[src/rtl/reg_file_4.sv]
// Four-entry, 32-bit register file: one synchronous write port, two combinational read ports.
// Optional write-through forwarding when REG_FILE_BYPASS_EN is defined.

module decoder2_4 (
    input  logic       en,
    input  logic [1:0] sel,
    output logic [3:0] onehot
);
    always_comb begin
        onehot = 4'b0000;
        if (en) begin
            onehot[sel] = 1'b1;
        end
    end
endmodule

module reg_32bit (
    input  logic        clk,
    input  logic        rst_n,
    input  logic        load,
    input  logic [31:0] d,
    output logic [31:0] q
);
    // The decoded select acts as a load enable; the clock itself is never gated.
    always_ff @(posedge clk or negedge rst_n) begin
        if (!rst_n) begin
            q <= 32'h0000_0000;
        end else if (load) begin
            q <= d;
        end
    end
endmodule

module mux4_1 (
    input  logic [1:0]  sel,
    input  logic [31:0] in0,
    input  logic [31:0] in1,
    input  logic [31:0] in2,
    input  logic [31:0] in3,
    output logic [31:0] out
);
    always_comb begin
        case (sel)
            2'd0:    out = in0;
            2'd1:    out = in1;
            2'd2:    out = in2;
            default: out = in3;
        endcase
    end
endmodule

module reg_file_4 (
    input  logic        Clock,
    input  logic        Reset,
    input  logic        RegWrite,
    input  logic [1:0]  WriteRegNo,
    input  logic [31:0] WriteData,
    input  logic [1:0]  ReadReg1,
    input  logic [1:0]  ReadReg2,
    output logic [31:0] ReadData1,
    output logic [31:0] ReadData2
);
    logic [3:0]  write_sel;
    logic [31:0] regs [4];
    logic [31:0] stored1;
    logic [31:0] stored2;

    decoder2_4 u_dec (
        .en     (RegWrite),
        .sel    (WriteRegNo),
        .onehot (write_sel)
    );

    genvar gi;
    generate
        for (gi = 0; gi < 4; gi++) begin : g_regs
            reg_32bit u_reg (
                .clk   (Clock),
                .rst_n (Reset),
                .load  (write_sel[gi]),
                .d     (WriteData),
                .q     (regs[gi])
            );
        end
    endgenerate

    mux4_1 u_mux1 (
        .sel (ReadReg1),
        .in0 (regs[0]),
        .in1 (regs[1]),
        .in2 (regs[2]),
        .in3 (regs[3]),
        .out (stored1)
    );

    mux4_1 u_mux2 (
        .sel (ReadReg2),
        .in0 (regs[0]),
        .in1 (regs[1]),
        .in2 (regs[2]),
        .in3 (regs[3]),
        .out (stored2)
    );

`ifdef REG_FILE_BYPASS_EN
    // Forward the in-flight write so a same-cycle reader sees it before the edge.
    assign ReadData1 = (RegWrite && Reset && (ReadReg1 == WriteRegNo)) ? WriteData : stored1;
    assign ReadData2 = (RegWrite && Reset && (ReadReg2 == WriteRegNo)) ? WriteData : stored2;
`else
    assign ReadData1 = stored1;
    assign ReadData2 = stored2;
`endif
endmodule

[config.mk]
export PLATFORM = sky130hd
export DESIGN_NAME = reg_file_4
export DESIGN_NICKNAME = d
export VERILOG_FILES = /design/src/rtl/reg_file_4.sv
export SDC_FILE = /design/constraint.sdc
export NUM_CORES = 1
export LEC_CHECK = 0
export ABC_AREA = 1
export CAP_MARGIN = 20
export CORE_AREA = 4 4 152 154
export CTS_CLUSTER_DIAMETER = 80
export DETAILED_ROUTE_END_ITERATION = 16
export DIE_AREA = 0 0 156 158
export SYNTH_ARGS = -nofsm -noshare
export SYNTH_HDL_FRONTEND = slang
export SYNTH_SLANG_ARGS = --single-unit
[constraint.sdc]
create_clock -name Clock -period 0.8 [get_ports Clock]
set_clock_uncertainty 0.05 [all_clocks]
set_input_delay 0.08 -clock Clock [delete_from_list [all_inputs] [get_ports Clock]]
set_output_delay 0.08 -clock Clock [all_outputs]
set_load 0.02 [all_outputs]
After elaboration in Yosys (flattened, before gate mapping)

Index checks and enable logic that the tools add are counted.
W data, S select, Z words.

Register bits: 128
Output and inout bits: 64
Logic and storage cells: 18

Magnitude comparators: 2
Eq/ne operators: 4
Mux-type cells: 5
Reduce and logical (&&, ||, !) cells: 3

Operator list:

| kind                 | number |
|---|---|
| $pmux W32 S3         | 2 |
| $eq A2 B1 Y1 const B | 2 |
| $eq A2 B2 Y1 const B | 2 |
| $logic_not A2 Y1     | 2 |
| $mux W4              | 1 |
| $lt A2 B3 Y1 const B | 1 |
| $demux W1 S2         | 1 |
| $ge A2 B1 Y1 const B | 1 |
| $logic_and A1 B1 Y1  | 1 |
| $mux W1              | 1 |

Logic depth before layout (Yosys ltp)

Gate-level depths: netlist of the first run.

Depth after elaboration: 5
Gate-level depth with buffers: 5

Modules after synthesis

Synthesis of the first run repeated with hierarchy kept, for this count alone.

Cells, all modules: 924
Area total of the unflattened synthesis: 7,357.1 µm²

Modules (own cells, without submodules):

| module     | times used | cells each | area each (µm²) | seq. area each (µm²) |
|---|---|---|---|---|
| reg_32bit  | 4          | 136        | 1,292.5         | 800.8 |
| mux4_1     | 2          | 186        | 1,078.5         | 0.0 |
| decoder2_4 | 1          | 8          | 30.0            | 0.0 |

Least setup slack after synthesis of the first run

No wires, ideal clock.

Kind: input to output
Start point: input port ReadReg1[0]
End point: output port ReadData1[10]
Arrival time: 0.753 ns
Data required time: 0.670 ns
Setup slack: -0.083 ns
Stages: 4
Path buffers: 1
Cells stage by stage: inv_1 -> clkbuf_1 -> nand3_1 -> nand4_1

Cells in the longest elaborated chain, start to end: 2

RTL lines:

| item                                 | line | RTL |
|---|---|---|
| from (decl)                          | 58   | `input logic [1:0] ReadReg1,` |
| $eq A2 B2 Y1 (tied with other cells) | 43   | `case (sel)` |
| $pmux W32 S3 *                       | 43   |  |
| to (decl)                            | 60   | `output logic [31:0] ReadData1,` |

Mark *: on every way between the ends. The rest lies on a longest branch, timed or not.

Final worst setup path of the first run

Start point: register g_regs[1].u_reg.q[0]
End point: output port ReadData2[0]

Cells in the longest elaborated chain, start to end: 1

RTL lines:

| item                   | line | RTL |
|---|---|---|
| from (decl)            | 22   | `output logic [31:0] q` |
| from (signal assigned) | 27   | `q <= 32'h0000_0000;` |
| from (signal assigned) | 29   | `q <= d;` |
| $pmux W32 S3           | 43   |  |
| to (decl)              | 61   | `output logic [31:0] ReadData2` |

No other way between the ends.

==> results.sh, run 1 <==
export IMPL_final_area_um2=9300
export IMPL_placed_cell_area_um2=8280
export IMPL_final_common_cell="nand3_1"
export IMPL_clock_path_buffers=2
export IMPL_cts_max_level=4
export IMPL_slowest_delay_ns=0.40
export IMPL_die_height_um=158
export IMPL_overflow=0
export IMPL_crit_type="reg2out"
export IMPL_synth_seq_cells=128
export IMPL_initial_core_util_pct=29.7
export IMPL_vias=6521
export IMPL_place_hpwl_mm=14.4
export IMPL_setup_violations=78
export IMPL_slew_headroom_pct=78.0
export IMPL_crit_slowest_cell="dfrtp_1"
export IMPL_synth_distinct_cells=11
export IMPL_gp_congestion=0.856
export IMPL_rsz0062_at_grt="true"
export IMPL_clkLatencyLatePin_ns=0.42
export IMPL_fin_tns_setup_ns=-33.84
export IMPL_cts_tree="done"
export IMPL_layout_common_cells="nand3_1, nand2_1, dfrtp_1"
export IMPL_dieWidth_um=156
export IMPL_remaining_drc_errors=0
export IMPL_grt_antenna_before_repair=0
export IMPL_holdWs_ns=0.0686
export IMPL_drtIter0Drc=606
export IMPL_cp_end_kind="primary output"
export IMPL_syn_area_per_cell_um2=7.89
export IMPL_dp_slack_ns=-0.824
export IMPL_grt_max_degree=41
export IMPL_numCtsBuffers=17
export IMPL_hold_viol=0
export IMPL_crit_arrival_ns=1.27
export IMPL_power_leakage_nw=4.23
export IMPL_ant_nets=0
export IMPL_num_io_pins=105
export IMPL_drtPass1Iterations=5
export IMPL_synth_largest_area_cell="dfrtp_1"
export IMPL_synthesis_area_um2=6450
export IMPL_p_per_area_nw_per_um2=2340
export IMPL_grt_pass1_vias=6199
export IMPL_cts_sinks=128
export IMPL_hp_class="in2async"
export IMPL_fin_crit_ns=1.40
export IMPL_synth_warnings=0
export IMPL_path_cells="nand3_1 -> nand4_1 -> buf_6"
export IMPL_port_buffers=104
export IMPL_top_register="g_regs.u_reg.q"
export IMPL_critPathLaunchType="register"
export IMPL_vias_per_cell=5.20
export IMPL_largest_register_ffs=128
export IMPL_grt_pass1_wl_mm=33.6
export IMPL_synthCells=818
export IMPL_final_fill_count=2140
export IMPL_path_max_fanout=3
export IMPL_area_delta_synth_final_pct=44.1
export IMPL_max_freq_ghz=0.716
export IMPL_rows=54
export IMPL_postRouteWirelength_mm=22.1
export IMPL_status="finished, violations left"
export IMPL_required_ns=0.67
export IMPL_clkTransAtPathRegs_ns=0.06
export IMPL_ys_top_cells_by_area="dfrtp_1, nand3_1, nand2_1"
export IMPL_core_region_area_um2=21700
export IMPL_worstMarginPinSlew_ns=0.331
export IMPL_final_period_utilization_pct=175
export IMPL_grt_use_total_pct=17.5
export IMPL_routedWlPerCell_um=17.6
export IMPL_die_area_um2=24600
export IMPL_largestRegisters="g_regs.u_reg.q (128)"
export IMPL_syn_num_nets=859
export IMPL_drv_slew=0
export IMPL_antenna_cells=0
export IMPL_drive_gt1_share_pct=26.5
export IMPL_layout_setup_ws_ns=-0.597
export IMPL_ir_drop_mv=1.01
export IMPL_max_cap_violations=0
export IMPL_cts_root_buffer="clkbuf_16"
export IMPL_violations="setup timing"
export IMPL_final_util_pct=42.9
export IMPL_yosysSeqAreaShare_pct=49.7
export IMPL_final_nets=1004
export IMPL_synth_top_area_share_pct=49.7
[routing by layer]
layer | track usage [%] | part of all wire (%)
met2 | 27.4 | 47
met1 | 23.0 | 43
met5 | 0 | 0
met4 | 5.92 | 1.5
met3 | 5.33 | 7.9
[Yosys cell counts]
master    count
nand2_1     192
nand3_1     192
dfrtp_1     128
o21ai_0     128
nand4_1      64
buf_2        46
inv_1        38
clkbuf_1     12
clkbuf_2     12
nand3_2       4
nor2_1        2
[worst paths after layout]
check	endpoint	depth (start not counted)	startpoint	slack, ns
setup / recovery	ReadData2[0]	3	g_regs[1].u_reg.q[0]	-0.60
hold / removal	g_regs[2].u_reg.q[19]	2	Reset	0.07
setup reg to reg	g_regs[2].u_reg.q[31]	3	g_regs[2].u_reg.q[31]	-0.03
hold reg to reg	g_regs[0].u_reg.q[29]	2	g_regs[0].u_reg.q[29]	0.47
max in group asynchronous	g_regs[2].u_reg.q[9]	3	Reset	0.16
min in group Clock	g_regs[0].u_reg.q[8]	4	RegWrite	0.18
[kinds of logic (layout without fill, tap and decap cells)]
kind of cell	count (synthesis)	after routing	share of synthesized area (%)
AO/OA/AOI/OAI	128	128	9.93
AND/OR/NAND/NOR	454	454	33.0
buffers and inverters	108	265	7.41
flip-flops	128	128	49.7
[critical path: cells and delay by family (launching register included)]
family | cells | cell delay (ns)
DFF | 1 | 0.40
and+or+nand+nor | 2 | 0.26
buffers and inverters | 1 | 0.19
[per-stage QoR]
| step | instances | power (W) |
|---|---|---|
| after floorplan | 818 | 0.0110 |
| after global placement | 1191 | 0.0134 |
| after detailed placement | 1191 | 0.0135 |
| after CTS | 1233 | 0.0212 |
| after global routing | 1255 | 0.0228 |
| final | 1255 | 0.0217 |
[layout make-up]
cell class | count | area (um^2) | share of cell area (%)
multi-input cells | 582 | 3020 | 32.5
flip-flops and latches | 128 | 3200 | 34.4
inverters | 38 | 143 | 1.53
clock buffers | 19 | 453 | 4.87
well taps | 280 | 350 | 3.77
clock inverters | 12 | 138 | 1.48
repair buffers | 196 | 1990 | 21.4
[what timing repair did]
action	in CTS	in global routing
endpoints found under the setup margin	192	127
pin swaps	81	64
hold buffers	1	0
hold endpoints to repair	128	0
resized for setup	320	134
setup buffers	10	28
[power by group]
group	internal, W	switching [W]	total [W]
clock network	0.00474	0.00300	0.00775
registers	0.00752	0.000930	0.00845
logic	0.00256	0.00296	0.00553
total	0.0148	0.00690	0.0217
Power figures use the tool's default switching activity.
==> run 2: changes to the inputs <==
--- a/config.mk
+++ b/config.mk
@@ -11,6 +11,7 @@
 export CTS_CLUSTER_DIAMETER = 80
 export DETAILED_ROUTE_END_ITERATION = 16
 export DIE_AREA = 0 0 156 158
+export RECOVER_POWER = 25
 export SYNTH_ARGS = -nofsm -noshare
 export SYNTH_HDL_FRONTEND = slang
 export SYNTH_SLANG_ARGS = --single-unit
==> results.sh, run 2 (synthesis gave the netlist of run 1 again) <==
export IMPL_status="finished, violations left"
export IMPL_violations="setup timing"
export IMPL_grt_antenna_before_repair=0
export IMPL_grt_pass1_wl_mm=33.6
export IMPL_dieWidth_um=156
export IMPL_ant_nets=0
export IMPL_initial_core_util_pct=29.7
export IMPL_final_common_cell="nand3_1"
export IMPL_slew_headroom_pct=68.9
export IMPL_setup_violations=77
export IMPL_gp_congestion=0.856
export IMPL_required_ns=0.67
export IMPL_power_switching_w=0.00691
export IMPL_holdWs_ns=0.131
export IMPL_final_nets=1004
export IMPL_drive_gt1_share_pct=26.5
export IMPL_clock_path_buffers=2
export IMPL_path_cells="nand3_1 -> nand4_1 -> buf_6"
export IMPL_overflow=0
export IMPL_final_fill_count=2145
export IMPL_comb_power_share_pct=25.4
export IMPL_place_inst=1191
export IMPL_cts_max_level=4
export IMPL_clkLatencyLatePin_ns=0.41
export IMPL_postRouteWirelength_mm=22.1
export IMPL_crit_arrival_ns=1.26
export IMPL_layout_setup_ws_ns=-0.593
export IMPL_power_w=0.0217
export IMPL_remaining_drc_errors=0
export IMPL_clkTransAtPathRegs_ns=0.06
export IMPL_core_region_area_um2=21700
export IMPL_fin_cells=1255
export IMPL_largestRegisters="g_regs.u_reg.q (128)"
export IMPL_pwr_share_clk_pct=35.7
export IMPL_drtIter0Drc=644
export IMPL_max_freq_ghz=0.718
export IMPL_max_cap_violations=0
export IMPL_cts_tree="done"
export IMPL_crit_type="reg2out"
export IMPL_grt_max_degree=41
export IMPL_p_per_area_nw_per_um2=2340
export IMPL_vias=6512
export IMPL_layout_common_cells="nand3_1, nand2_1, dfrtp_1"
export IMPL_cts_sinks=128
export IMPL_rows=54
export IMPL_seqCellArea_um2=3200
export IMPL_slowest_delay_ns=0.40
export IMPL_grt_pass1_vias=6199
export IMPL_die_area_um2=24600
export IMPL_antenna_cells=0
export IMPL_final_util_pct=42.7
export IMPL_swShare_pct=31.8
export IMPL_hp_class="in2async"
export IMPL_top_register="g_regs.u_reg.q"
export IMPL_area_delta_synth_final_pct=43.7
export IMPL_p_int_w=0.0148
export IMPL_power_leakage_nw=4.22
export IMPL_power_frac_seq_pct=38.9
export IMPL_multi_input_area_um2=3020
export IMPL_ir_drop_mv=1.01
export IMPL_final_period_utilization_pct=174
export IMPL_die_height_um=158
export IMPL_place_hpwl_mm=14.4
export IMPL_rsz0062_at_grt="true"
export IMPL_critPathLaunchType="register"
export IMPL_cts_root_buffer="clkbuf_16"
export IMPL_fin_crit_ns=1.39
export IMPL_vias_per_cell=5.19
export IMPL_largest_register_ffs=128
export IMPL_hold_viol=0
export IMPL_num_io_pins=105
export IMPL_grt_use_total_pct=17.5
export IMPL_port_buffers=104
export IMPL_routedWlPerCell_um=17.6
export IMPL_crit_slowest_cell="dfrtp_1"
export IMPL_ff2ff_path_depth=3
export IMPL_drtPass1Iterations=5
export IMPL_numCtsBuffers=17
export IMPL_cp_end_kind="primary output"
export IMPL_worstMarginPinSlew_ns=0.466
export IMPL_drv_slew=0
export IMPL_path_max_fanout=3
[run 2: repair_timing]
| item | CTS | global route |
|---|---|---|
| pin swaps | 81 | 64 |
| gates cloned | 0 | 0 |
| resized for setup | 320 | 134 |
| setup endpoints to repair | 192 | 127 |
| setup buffers | 10 | 28 |
| hold endpoints to repair | 128 | 0 |
| hold buffers | 1 | 0 |
[run 2: area by class of cell]
cell class                      count  area share [%]
Clock buffer                       19            4.89
Clock inverter                     12            1.48
Inverter                           38            1.54
Multi-Input combinational cell    582            32.6
Sequential cell                   128            34.6
Tap cell                          280            3.78
Timing Repair Buffer              196            21.2
[run 2: metrics by stage]
stage	instance area, um^2	TNS [ns]	setup WS [ns]
floorplan	6660	-0.00588	-0.00196
global placement	8280	-130.40	-0.817
CTS	8770	-34.62	-0.607
detailed placement	8280	-133.28	-0.824
finish	9270	-33.89	-0.593
global route	9270	-38.90	-0.655
[run 2: layer usage]
layer	GRT usage (%)	vias up	wire length (um)
met5	0	-	0
li1	-	3120	-
met3	5.33	19	1710
met1	23.0	3099	9620
met2	27.4	274	10400
met4	5.92	0	292
[run 2: worst paths after layout]
| kind | startpoint | to | slack, ns |
|---|---|---|---|
| worst min-delay path | Reset | g_regs[2].u_reg.q[19] | 0.13 |
| worst max register to register | g_regs[3].u_reg.q[22] | g_regs[3].u_reg.q[22] | -0.03 |
| worst max-delay path | g_regs[2].u_reg.q[0] | ReadData2[0] | -0.59 |
| worst min register to register | g_regs[2].u_reg.q[2] | g_regs[2].u_reg.q[2] | 0.46 |
| max in group asynchronous | Reset | g_regs[2].u_reg.q[9] | 0.04 |
| min in group Clock | RegWrite | g_regs[0].u_reg.q[8] | 0.18 |
[run 2: worst max-delay path: cells and delay by family (launching register included)]
kind | cells | cell delay, ns
buffers and inverters | 1 | 0.19
DFF | 1 | 0.40
and+or+nand+nor | 2 | 0.26
[run 2: power groups by stage]
stage / clock, W / sequential, W / combinational, W
finish: 0.00775 / 0.00845 / 0.00551
global route: 0.00825 / 0.00856 / 0.00601
CTS: 0.00796 / 0.00837 / 0.00483
detailed placement: 0 / 0.00846 / 0.00501
global placement: 0 / 0.00846 / 0.00493
floorplan: 0 / 0.00822 / 0.00276
==> run 3: changes to the inputs <==
--- a/config.mk
+++ b/config.mk
@@ -7,11 +7,13 @@
 export LEC_CHECK = 0
 export ABC_AREA = 1
 export CAP_MARGIN = 20
-export CORE_AREA = 4 4 152 154
+export CORE_AREA = 4 4 115 117
 export CTS_CLUSTER_DIAMETER = 80
 export DETAILED_ROUTE_END_ITERATION = 16
-export DIE_AREA = 0 0 156 158
+export DIE_AREA = 0 0 119 121
+export PLACE_DENSITY = 0.79
 export RECOVER_POWER = 25
+export SLEW_MARGIN = 25
 export SYNTH_ARGS = -nofsm -noshare
 export SYNTH_HDL_FRONTEND = slang
 export SYNTH_SLANG_ARGS = --single-unit
==> results.sh, run 3 (synthesis gave the netlist of run 1 again) <==
export IMPL_initial_core_util_pct=52.2
export IMPL_ff2ff_setup_slack_ns=-0.08
export IMPL_cp_top_family="flip-flops"
export IMPL_cp_end_kind="primary output"
export IMPL_power_w=0.0231
export IMPL_slew_headroom_pct=67.0
export IMPL_num_io_pins=105
export IMPL_power_switching_w=0.00729
export IMPL_core_region_area_um2=12400
export IMPL_required_ns=0.67
export IMPL_max_cap_violations=0
export IMPL_drtPass1Iterations=8
export IMPL_slowest_delay_ns=0.42
export IMPL_violations="setup timing"
export IMPL_final_common_cell="nand2_1"
export IMPL_remaining_drc_errors=0
export IMPL_setup_violations=146
export IMPL_clkLatencyLatePin_ns=0.43
export IMPL_routedWlPerCell_um=22.1
export IMPL_pwr_share_clk_pct=37.5
export IMPL_ant_nets=0
export IMPL_drv_slew=0
export IMPL_area_delta_synth_final_pct=46.0
export IMPL_die_area_um2=14400
export IMPL_cts_tree="done"
export IMPL_ir_drop_mv=1.68
export IMPL_antenna_cells=0
export IMPL_grt_pass1_wl_mm=33.7
export IMPL_multi_input_area_um2=3080
export IMPL_largestRegisters="g_regs.u_reg.q (128)"
export IMPL_hold_viol=0
export IMPL_overflow=0
export IMPL_clock_path_buffers=2
export IMPL_top_register="g_regs.u_reg.q"
export IMPL_port_buffers=104
export IMPL_grt_antenna_before_repair=0
export IMPL_critPathLaunchType="register"
export IMPL_p_int_w=0.0158
export IMPL_final_fill_count=810
export IMPL_clkTransAtPathRegs_ns=0.06
export IMPL_numCtsBuffers=17
export IMPL_drtIter0Drc=1347
export IMPL_comb_power_share_pct=25.5
export IMPL_crit_slowest_cell="dfrtp_1"
export IMPL_drive_gt1_share_pct=27.6
export IMPL_final_nets=1007
export IMPL_crit_type="reg2out"
export IMPL_swShare_pct=31.6
export IMPL_largest_register_ffs=128
export IMPL_rsz0062_at_grt="true"
export IMPL_fin_tns_setup_ns=-37.38
export IMPL_dieWidth_um=119
export IMPL_cts_sinks=128
export IMPL_final_period_utilization_pct=186
export IMPL_worstMarginPinSlew_ns=0.495
export IMPL_path_buf_inv=1
export IMPL_rows=41
export IMPL_status="finished, violations left"
export IMPL_final_util_pct=76.2
export IMPL_power_frac_seq_pct=37.0
export IMPL_die_height_um=121
export IMPL_seqCellArea_um2=3200
export IMPL_layout_setup_ws_ns=-0.686
export IMPL_power_leakage_nw=4.35
export IMPL_max_freq_ghz=0.673
export IMPL_grt_use_total_pct=29.5
export IMPL_fin_crit_ns=1.49
export IMPL_path_max_fanout=3
export IMPL_postRouteWirelength_mm=25.5
export IMPL_path_cells="nand2_1 -> nand4_1 -> buf_4"
export IMPL_cts_max_level=4
export IMPL_gp_congestion=0.825
export IMPL_hp_class="in2async"
export IMPL_p_per_area_nw_per_um2=2450
export IMPL_cts_root_buffer="clkbuf_16"
export IMPL_grt_pass1_vias=6663
export IMPL_vias=7476
export IMPL_layout_common_cells="nand2_1, nand3_1, dfrtp_1"
export IMPL_grt_max_degree=65
export IMPL_vias_per_cell=6.50
export IMPL_crit_arrival_ns=1.36
export IMPL_place_hpwl_mm=12.0
run 3: stage by stage:
stage	setup WS (ns)	std cells	hold slack (ns)	cell area, um^2
finish	-0.686	1151	0.111	9420
detailed placement	-0.753	1071	-0.0805	7930
global placement	-0.747	1071	-0.0772	7930
global route	-0.706	1151	0.154	9420
floorplan	-0.00196	818	-0.266	6660
CTS	-0.588	1118	0.0361	8560
run 3: worst paths after layout:
path	startpoint	end	cells after the start
worst max-delay path	g_regs[0].u_reg.q[29]	ReadData2[29]	3
max in group asynchronous	Reset	g_regs[3].u_reg.q[3]	3
worst min-delay path	Reset	g_regs[3].u_reg.q[11]	2
worst min register to register	g_regs[3].u_reg.q[27]	g_regs[3].u_reg.q[27]	2
min in group Clock	WriteData[27]	g_regs[2].u_reg.q[27]	3
worst max register to register	g_regs[1].u_reg.q[29]	g_regs[1].u_reg.q[29]	2
run 3: what timing repair did:
| action | 4_1_cts | 5_1_grt |
|---|---|---|
| setup buffers | 14 | 26 |
| pin swaps | 65 | 76 |
| resized for setup | 326 | 157 |
| gates cloned | 2 | 12 |
| endpoints found under the setup margin | 192 | 149 |
| hold endpoints to repair | 128 | 0 |
| hold buffers | 1 | 0 |
run 3: area by class of cell:
| class | instances | share of cell area [%] |
|---|---|---|
| flip-flops and latches | 128 | 34.0 |
| well taps | 172 | 2.28 |
| clock inverters | 13 | 2.24 |
| inverters | 38 | 1.51 |
| repair buffers | 199 | 22.5 |
| multi-input cells | 582 | 32.7 |
| clock buffers | 19 | 4.70 |
run 3: power by group through the flow:
stage	Sequential (W)	Clock [W]	Combinational (W)
floorplan	0.00822	0	0.00276
finish	0.00853	0.00866	0.00588
CTS	0.00837	0.00857	0.00476
global placement	0.00845	0	0.00474
global route	0.00863	0.00894	0.00628
detailed placement	0.00846	0	0.00484
run 3: metal layers:
layer	track usage [%]	vias up	part of all wire (%)
li1	-	3135	-
met1	38.3	3477	34
met2	46.4	685	46
met3	8.02	179	14
met4	13.3	0	6.7
met5	0	-	0
